$ cat src/rtl/dmem_arbiter_if.sv
// dmem_arbiter_if: request/done handshakes for core and DMA plus the shared data-memory port.
interface dmem_arbiter_if;
  logic        core_req;
  logic        core_we;
  logic [31:0] core_addr;
  logic [31:0] core_wdata;
  logic [31:0] core_rdata;
  logic        core_done;
  logic        core_stall;
  logic        dma_req;
  logic        dma_we;
  logic [31:0] dma_addr;
  logic [31:0] dma_wdata;
  logic [31:0] dma_rdata;
  logic        dma_done;
  logic        grant_dma;
  logic        MemWrite;
  logic [31:0] DataAdr;
  logic [31:0] WriteData;
  logic [31:0] ReadData;
  modport slave (
    input  core_req, core_we, core_addr, core_wdata,
    input  dma_req, dma_we, dma_addr, dma_wdata,
    input  ReadData,
    output core_rdata, core_done, core_stall,
    output dma_rdata, dma_done, grant_dma,
    output MemWrite, DataAdr, WriteData
  );
  modport master (
    output core_req, core_we, core_addr, core_wdata,
    output dma_req, dma_we, dma_addr, dma_wdata,
    output ReadData,
    input  core_rdata, core_done, core_stall,
    input  dma_rdata, dma_done, grant_dma,
    input  MemWrite, DataAdr, WriteData
  );
endinterface

$ cat src/rtl/dmem_arbiter.sv
// dmem_arbiter: serializes core and DMA accesses onto one data-memory port, core has priority.
// Define DMEM_ARB_STARVE_EN to force a DMA grant after STARVE_LIMIT consecutive DMA losses.
module dmem_arbiter #(
  parameter int MEM_LAT      = 2,
  parameter int STARVE_LIMIT = 3
) (
  input logic           clk,
  input logic           reset,
  dmem_arbiter_if.slave bus
);
  typedef enum logic [1:0] {IDLE, BUSY, DONE} state_t;
  state_t     state, state_n;
  logic [1:0] cnt;
  logic       win_dma, we_r, any_req, pick_dma;
  if (MEM_LAT < 1 || MEM_LAT > 4 || STARVE_LIMIT < 1 || STARVE_LIMIT > 15) begin : g_bad_param
    $error("dmem_arbiter: parameter out of range");
  end
  assign any_req = bus.core_req | bus.dma_req;
`ifdef DMEM_ARB_STARVE_EN
  logic [3:0] starve;
  assign pick_dma = bus.dma_req & (~bus.core_req | (starve == 4'(STARVE_LIMIT)));
  // any IDLE cycle that does not hand DMA a loss clears the count
  always_ff @(posedge clk)
    if (reset) starve <= '0;
    else if (state == IDLE) starve <= (bus.dma_req & ~pick_dma) ? starve + 4'd1 : '0;
`else
  assign pick_dma = bus.dma_req & ~bus.core_req;
`endif
  always_comb begin
    state_n = state;
    state_n = (state == IDLE) ? (any_req ? BUSY : IDLE) :
              (state == BUSY) ? ((cnt == 2'd0) ? DONE : BUSY) : IDLE;
  end
  always_comb begin
    bus.MemWrite  = 1'b0;
    bus.core_done = 1'b0;
    bus.dma_done  = 1'b0;
    bus.grant_dma = 1'b0;
    bus.MemWrite  = (state == BUSY) && (cnt == 2'(MEM_LAT - 1)) && we_r;
    bus.core_done = (state == DONE) && !win_dma;
    bus.dma_done  = (state == DONE) && win_dma;
    bus.grant_dma = (state != IDLE) && win_dma;
  end
  assign bus.core_stall = bus.core_req & ~bus.core_done;
  always_ff @(posedge clk) begin
    if (reset) begin
      state          <= IDLE;
      cnt            <= '0;
      win_dma        <= 1'b0;
      we_r           <= 1'b0;
      bus.DataAdr    <= '0;
      bus.WriteData  <= '0;
      bus.core_rdata <= '0;
      bus.dma_rdata  <= '0;
    end else begin
      state <= state_n;
      if (state == IDLE && any_req) begin
        win_dma       <= pick_dma;
        we_r          <= pick_dma ? bus.dma_we : bus.core_we;
        bus.DataAdr   <= pick_dma ? bus.dma_addr : bus.core_addr;
        bus.WriteData <= pick_dma ? bus.dma_wdata : bus.core_wdata;
        cnt           <= 2'(MEM_LAT - 1);
      end
      if (state == BUSY) begin
        cnt <= cnt - 2'd1;
        if (cnt == 2'd0 && !we_r && win_dma) bus.dma_rdata <= bus.ReadData;
        if (cnt == 2'd0 && !we_r && !win_dma) bus.core_rdata <= bus.ReadData;
      end
    end
  end
endmodule

$ cat src/flat_wrapper.sv
// flat-port wrapper written by rule: the top's interface ports become plain ports
module dmem_arbiter_flat 
#(
  parameter int MEM_LAT      = 2,
  parameter int STARVE_LIMIT = 3
)
  (clk, reset, bus_core_req, bus_core_we, bus_core_addr, bus_core_wdata, bus_dma_req, bus_dma_we, bus_dma_addr, bus_dma_wdata, bus_ReadData, bus_core_rdata, bus_core_done, bus_core_stall, bus_dma_rdata, bus_dma_done, bus_grant_dma, bus_MemWrite, bus_DataAdr, bus_WriteData);
  dmem_arbiter_if bus_i ();
  input logic clk;
  input logic reset;
  input wire logic [$bits(bus_i.core_req)-1:0] bus_core_req;
  input wire logic [$bits(bus_i.core_we)-1:0] bus_core_we;
  input wire logic [$bits(bus_i.core_addr)-1:0] bus_core_addr;
  input wire logic [$bits(bus_i.core_wdata)-1:0] bus_core_wdata;
  input wire logic [$bits(bus_i.dma_req)-1:0] bus_dma_req;
  input wire logic [$bits(bus_i.dma_we)-1:0] bus_dma_we;
  input wire logic [$bits(bus_i.dma_addr)-1:0] bus_dma_addr;
  input wire logic [$bits(bus_i.dma_wdata)-1:0] bus_dma_wdata;
  input wire logic [$bits(bus_i.ReadData)-1:0] bus_ReadData;
  output wire logic [$bits(bus_i.core_rdata)-1:0] bus_core_rdata;
  output wire logic [$bits(bus_i.core_done)-1:0] bus_core_done;
  output wire logic [$bits(bus_i.core_stall)-1:0] bus_core_stall;
  output wire logic [$bits(bus_i.dma_rdata)-1:0] bus_dma_rdata;
  output wire logic [$bits(bus_i.dma_done)-1:0] bus_dma_done;
  output wire logic [$bits(bus_i.grant_dma)-1:0] bus_grant_dma;
  output wire logic [$bits(bus_i.MemWrite)-1:0] bus_MemWrite;
  output wire logic [$bits(bus_i.DataAdr)-1:0] bus_DataAdr;
  output wire logic [$bits(bus_i.WriteData)-1:0] bus_WriteData;
  assign bus_i.core_req = bus_core_req;
  assign bus_i.core_we = bus_core_we;
  assign bus_i.core_addr = bus_core_addr;
  assign bus_i.core_wdata = bus_core_wdata;
  assign bus_i.dma_req = bus_dma_req;
  assign bus_i.dma_we = bus_dma_we;
  assign bus_i.dma_addr = bus_dma_addr;
  assign bus_i.dma_wdata = bus_dma_wdata;
  assign bus_i.ReadData = bus_ReadData;
  assign bus_core_rdata = bus_i.core_rdata;
  assign bus_core_done = bus_i.core_done;
  assign bus_core_stall = bus_i.core_stall;
  assign bus_dma_rdata = bus_i.dma_rdata;
  assign bus_dma_done = bus_i.dma_done;
  assign bus_grant_dma = bus_i.grant_dma;
  assign bus_MemWrite = bus_i.MemWrite;
  assign bus_DataAdr = bus_i.DataAdr;
  assign bus_WriteData = bus_i.WriteData;
  dmem_arbiter #(.MEM_LAT(MEM_LAT), .STARVE_LIMIT(STARVE_LIMIT)) u_core (.clk(clk), .reset(reset), .bus(bus_i));
endmodule
$ cat config.mk
export PLATFORM = sky130hd
export DESIGN_NAME = dmem_arbiter_flat
export DESIGN_NICKNAME = d
export VERILOG_FILES = /design/src/rtl/dmem_arbiter_if.sv /design/src/rtl/dmem_arbiter.sv /design/src/flat_wrapper.sv
export SDC_FILE = /design/constraint.sdc
export NUM_CORES = 1
export LEC_CHECK = 0
export ABC_AREA = 1
export CORE_MARGIN = 3
export CORE_UTILIZATION = 25
export DETAILED_ROUTE_END_ITERATION = 12
export DONT_BUFFER_PORTS = 1
export GPL_ROUTABILITY_DRIVEN = 0
export PLACE_DENSITY_LB_ADDON = 0.1
export SLEW_MARGIN = 20
export SYNTH_ARGS = -nofsm -noshare
export SYNTH_HDL_FRONTEND = slang
export SYNTH_SLANG_ARGS = --single-unit
$ cat constraint.sdc
create_clock -name clk -period 3.7 [get_ports clk]
set_input_delay 0.555 -clock clk [delete_from_list [all_inputs] [get_ports clk]]
set_output_delay 0.555 -clock clk [all_outputs]
set_load 0.01 [all_outputs]
== Word level (Yosys, flattened, before mapping) ==
Cells that the tools add are included.

* Add/sub/neg operators: 1
* Equal/unequal tests: 3
* Multiplexer cells: 9
* Bitwise gates (word level): 5
* Reductions and logical operators: 17

{| class="wikitable"
|+ Operator list
! kind !! count
|-
| 32-bit 2-to-1 mux || 2
|-
| 2-bit 2-to-1 mux || 5
|-
| 1-bit logical AND || 9
|-
| 2-bit by 1-bit == test with 1-bit output, second input constant || 2
|-
| 2-bit zero test || 2
|-
| 2-bit AND reduction || 2
|-
| 2-bit nonzero test || 2
|-
| 1-bit bitwise AND || 2
|-
| 2-bit == test, second input constant || 1
|-
| 1-bit zero test || 2
|-
| 1-bit 2-to-1 mux || 2
|-
| 1-bit inverter || 2
|-
| 2-bit by 1-bit subtractor with 2-bit output, second input constant || 1
|-
| 1-bit OR || 1
|}

* Register bits after elaboration: 134
* Input port bits: 166
* Output and inout port bits: 133
* Logic and storage cells: 43

== Longest topological paths before layout ==
* Depth in word-level cells: 4
* Depth in mapped cells: 8
* Gate-level depth less buffers: 7

== Least setup slack after synthesis ==
Ideal clock, no wire load.

* Kind: in2reg
* From: input port bus_core_req
* To: register u_core.bus.DataAdr[0]
* Setup time: 0.111 ns
* Data arrival time: 1.217 ns
* Data required time: 3.589 ns
* Slack: 2.372 ns
* Stages on the path: 8
* Buffers on the path: 2
* Cell sequence: inv_1 nand2_1 buf_4 buf_2 nand2_1 nand2_1 nor2_1 nor2_1

* Longest elaborated chain between the ends: 3
* Elaborated cells between the ends (all ways): 5
* Those cells by class: 1 x mux; 3 x bitwise; 1 x reduce/logical

{| class="wikitable"
|+ RTL lines
! element !! RTL line !! source
|-
| start: declaration || flat_wrapper.sv:11 || <nowiki>input wire logic [$bits(bus_i.core_req)-1:0] bus_core_req;</nowiki>
|-
| 1-bit inverter || dmem_arbiter.sv:27 || <nowiki>assign pick_dma = bus.dma_req & ~bus.core_req;</nowiki>
|-
| 1-bit bitwise AND || dmem_arbiter.sv:27 ||
|-
| 32-bit 2-to-1 mux || dmem_arbiter.sv:60 || <nowiki>bus.DataAdr <= pick_dma ? bus.dma_addr : bus.core_addr;</nowiki>
|-
| end signal: assignment || dmem_arbiter.sv:60 ||
|-
| end: declaration || dmem_arbiter_if.sv:27 || <nowiki>output MemWrite, DataAdr, WriteData</nowiki>
|}

Parallel ways exist; a longest one is shown, timed or not.
A chain may end at the register's enable or synchronous reset.

== Worst setup path after layout ==
* From: register u_core.state[0]
* To: output port bus_core_stall

* Longest elaborated chain between the ends: 4

{| class="wikitable"
|+ RTL lines
! element !! RTL line !! source
|-
| start: declaration || dmem_arbiter.sv:12 || <nowiki>state_t state, state_n;</nowiki>
|-
| start signal: assignment || dmem_arbiter.sv:56 || <nowiki>state <= state_n;</nowiki>
|-
| 2-bit == test || dmem_arbiter.sv:40 || <nowiki>bus.core_done = (state == DONE) && !win_dma;</nowiki>
|-
| 1-bit logical AND || dmem_arbiter.sv:40 ||
|-
| 1-bit inverter || dmem_arbiter.sv:44 || <nowiki>assign bus.core_stall = bus.core_req & ~bus.core_done;</nowiki>
|-
| 1-bit bitwise AND || dmem_arbiter.sv:44 ||
|-
| end: declaration || flat_wrapper.sv:22 || <nowiki>output wire logic [$bits(bus_i.core_stall)-1:0] bus_core_stall;</nowiki>
|}

Every way passes these cells.

==> flow_summary.json <==
{
  "synthSimpleGateAreaFrac": 0.4360,
  "max_freq_mhz": 525.5,
  "critPathMaxFanout": 3,
  "io_pins": 299,
  "worst_slew_pin_slew_ns": 1.020,
  "drt-pass1-iter-count": 6,
  "crit_start": "u_core.state[0]",
  "htree_levels": 4,
  "max-vdd-ir-drop_uv": 249.2,
  "numCtsBuffers": 17,
  "syn2layout_area_growth_pct": 11.94,
  "clockRootBuffer": "clkbuf_16",
  "finalInstanceArea_sq_um": 7308,
  "synth_top_family_by_area": "simple AND/OR/NAND/NOR gates",
  "power_switching_w": 0.001387,
  "via_per_inst": 4.044,
  "synth_compound_area_frac": 0.003066,
  "dp.final_hpwl_um": 14050,
  "fin_tns_setup_ns": 0,
  "drv_slew": 0,
  "die_h_um": 167.6,
  "holdBufCountCts": 0,
  "arrival_ns": 1.35,
  "pwr-share-seq": 0.437,
  "p_clk_frac": 0.401,
  "rr_startpoint": "u_core.cnt[0]",
  "timing.final.crit_share": 0.5143,
  "cap_violations": 0,
  "clkLatencyLatePin_ns": 0.42,
  "drc": 0,
  "leakage_nw": 3.856,
  "setup_viol_count_final": 0,
  "die_w_um": 167.6,
  "path_class": "register to output pin",
  "syn_nets": 1279,
  "drive_gt1_frac": 0.04840,
  "skew_ns": 0.01603,
  "synthesis.area_sq_um": 6529,
  "cts_tree": "yes",
  "cts.sinks": 134,
  "outcome": "finished, final reports clean",
  "muxShareOfSynthArea": 0,
  "core_area_sq_um": 25400,
  "hold_viol": 0,
  "port_buffers": 0,
  "switching_share": 0.3395,
  "endpoint_kind": "output pin",
  "rsz0062_at_grt": "no",
  "antenna_found_initial": 0,
  "antenna_cells": 0,
  "min_period_ns": 1.903,
  "fin_nets": 1250,
  "initialDrtViolationCount": 237,
  "post_cts_buffers": 0,
  "ctsResizeCount": 0,
  "overflow": 0,
  "synthAdderAreaFrac": 0.003833,
  "min_from": "reset",
  "synth_cell_types": 19,
  "first_global_vias": 5267,
  "start_util": 0.2570,
  "routedWlPerCell_um": 14.08,
  "synth_seq_cells": 134,
  "p_int_w": 0.002698,
  "die_area_sq_um": 28090,
  "grt_use_total": 0.1378,
  "pre_cts_ws_ns": 1.571,
  "placed_area_sq_um": 6753,
  "rows": 58,
  "syn_inst": 1111,
  "hold_class": "input pin to register",
  "utilization": 0.2877,
  "worstSetupStartpointType": "register",
  "yosysWarningCount": 0,
  "clk_pin_slew_ns": 0.06,
  "pwr-share-comb": 0.161,
  "power.total_w": 0.004085,
  "grt_pass1_wl_um": 30550,
  "cts_buffer_depth": 2,
  "vias": 5762,
  "drt-total-wl_um": 20060,
  "grt_max_degree": 104,
  "max-slew-margin-rel": 0.3202,
  "worst_slack_ns": 1.797,
  "cp_data_required_time_ns": 3.14,
  "final.fill_count": 2975,
  "synth_xor_area_frac": 0,
  "synth_area_per_cell_sq_um": 5.876,
  "power_density_nw_per_um2": 559.0,
  "yosysSeqAreaShare": 0.4109,
  "ant_nets": 0
}
==> Yosys cell counts <==
| cell | count | area [sq um] |
|---|---|---|
| nor2_4 | 1 | 11.26 |
| o21ai_0 | 1 | 5.000 |
| nand3_1 | 38 | 190.2 |
| nand2_2 | 2 | 12.51 |
| buf_4 | 12 | 90.09 |
| dfxtp_1 | 134 | 2683 |
| nor3_1 | 1 | 5.000 |
| ha_1 | 2 | 25.02 |
| or2_2 | 1 | 6.260 |
| buf_2 | 28 | 140.1 |
| inv_2 | 2 | 7.510 |
| a21oi_1 | 3 | 15.01 |
| clkbuf_1 | 15 | 56.30 |
| buf_6 | 1 | 11.26 |
| nand2_1 | 365 | 1370 |
| nor2_1 | 330 | 1239 |
| nor2_2 | 2 | 12.51 |
| inv_1 | 172 | 645.6 |
| buf_1 | 1 | 3.750 |
==> per-layer routing <==
layer,up-vias,global-route usage,wire [um]
li1,3117,-,-
met1,2433,0.1639,8582
met2,200,0.2230,9191
met3,12,0.06941,2048
met4,0,0.03344,239
met5,-,0,0
==> flip-flops by register name (all words and copies together) (netlist names) <==
| name | flops |
|---|---|
| u_core.bus.DataAdr | 32 |
| u_core.bus.WriteData | 32 |
| u_core.bus.core_rdata | 32 |
| u_core.bus.dma_rdata | 32 |
| u_core.cnt | 2 |
| u_core.state | 2 |
| u_core.we_r | 1 |
| u_core.win_dma | 1 |
==> cell families after synthesis <==
kind of cell,after synthesis
buffers and inverters,231
adders and majority gates,2
AOI/OAI and AO/OA,4
DFF,134
and+or+nand+nor,740
==> power by group through the flow <==
stage | clock, W | sequential (W) | combinational (W)
6_report | 0.00164 | 0.00179 | 0.000658
5_1_grt | 0.00177 | 0.00181 | 0.000783
4_1_cts | 0.00171 | 0.00179 | 0.000678
3_5_place_dp | 0 | 0.00183 | 0.000677
3_3_place_gp | 0 | 0.00183 | 0.000675
2_1_floorplan | 0 | 0.00177 | 0.000548
==> cell type report <==
class	instances	area, sq um	area share
multi-input cells	746	2909	0.3980
flip-flops and latches	134	2683	0.3671
inverters	174	655.6	0.08971
clock buffers	17	425.4	0.05821
well taps	330	412.9	0.05650
clock inverters	15	130.1	0.01781
repair buffers	9	92.59	0.01267
==> worst max-delay path, cell delays in order, from the launching register on <==
cell,delay (ns)
dfxtp_1,0.33
inv_1,0.07
nand2_1,0.11
o21ai_0,0.26
inv_1,0.17
==> cells in the final DEF, fill, tap and decap left out <==
| master | count |
|---|---|
| a21oi_1 | 3 |
| buf_12 | 2 |
| buf_4 | 7 |
| clkbuf_16 | 17 |
| clkinv_2 | 1 |
| clkinvlp_4 | 4 |
| dfxtp_1 | 134 |
| ha_1 | 2 |
| inv_1 | 171 |
| inv_2 | 2 |
| inv_4 | 1 |
| inv_6 | 7 |
| inv_8 | 3 |
| nand2_1 | 364 |
| nand2_2 | 2 |
| nand2_4 | 1 |
| nand3_1 | 38 |
| nor2_1 | 328 |
| nor2_2 | 3 |
| nor2_4 | 2 |
| nor3_1 | 1 |
| o21ai_0 | 1 |
| or2_2 | 1 |
==> through the flow <==
stage / hold slack, ns / instances
detailed placement: 0.4685 / 1393
global placement: 0.4698 / 1393
floorplan: 0.4506 / 1111
finish: 0.2063 / 1425
global route: 0.1753 / 1425
CTS: 0.1859 / 1425
==> final timing paths <==
kind | endpoint | slack, ns | depth (start not counted)
setup / recovery | bus_core_stall | 1.80 | 4
hold / removal | u_core.cnt[1] | 0.21 | 1
setup reg to reg | u_core.bus.dma_rdata[6] | 1.80 | 8
hold reg to reg | u_core.cnt[1] | 0.47 | 2
No activity file was read; power rests on OpenSTA's default activity.
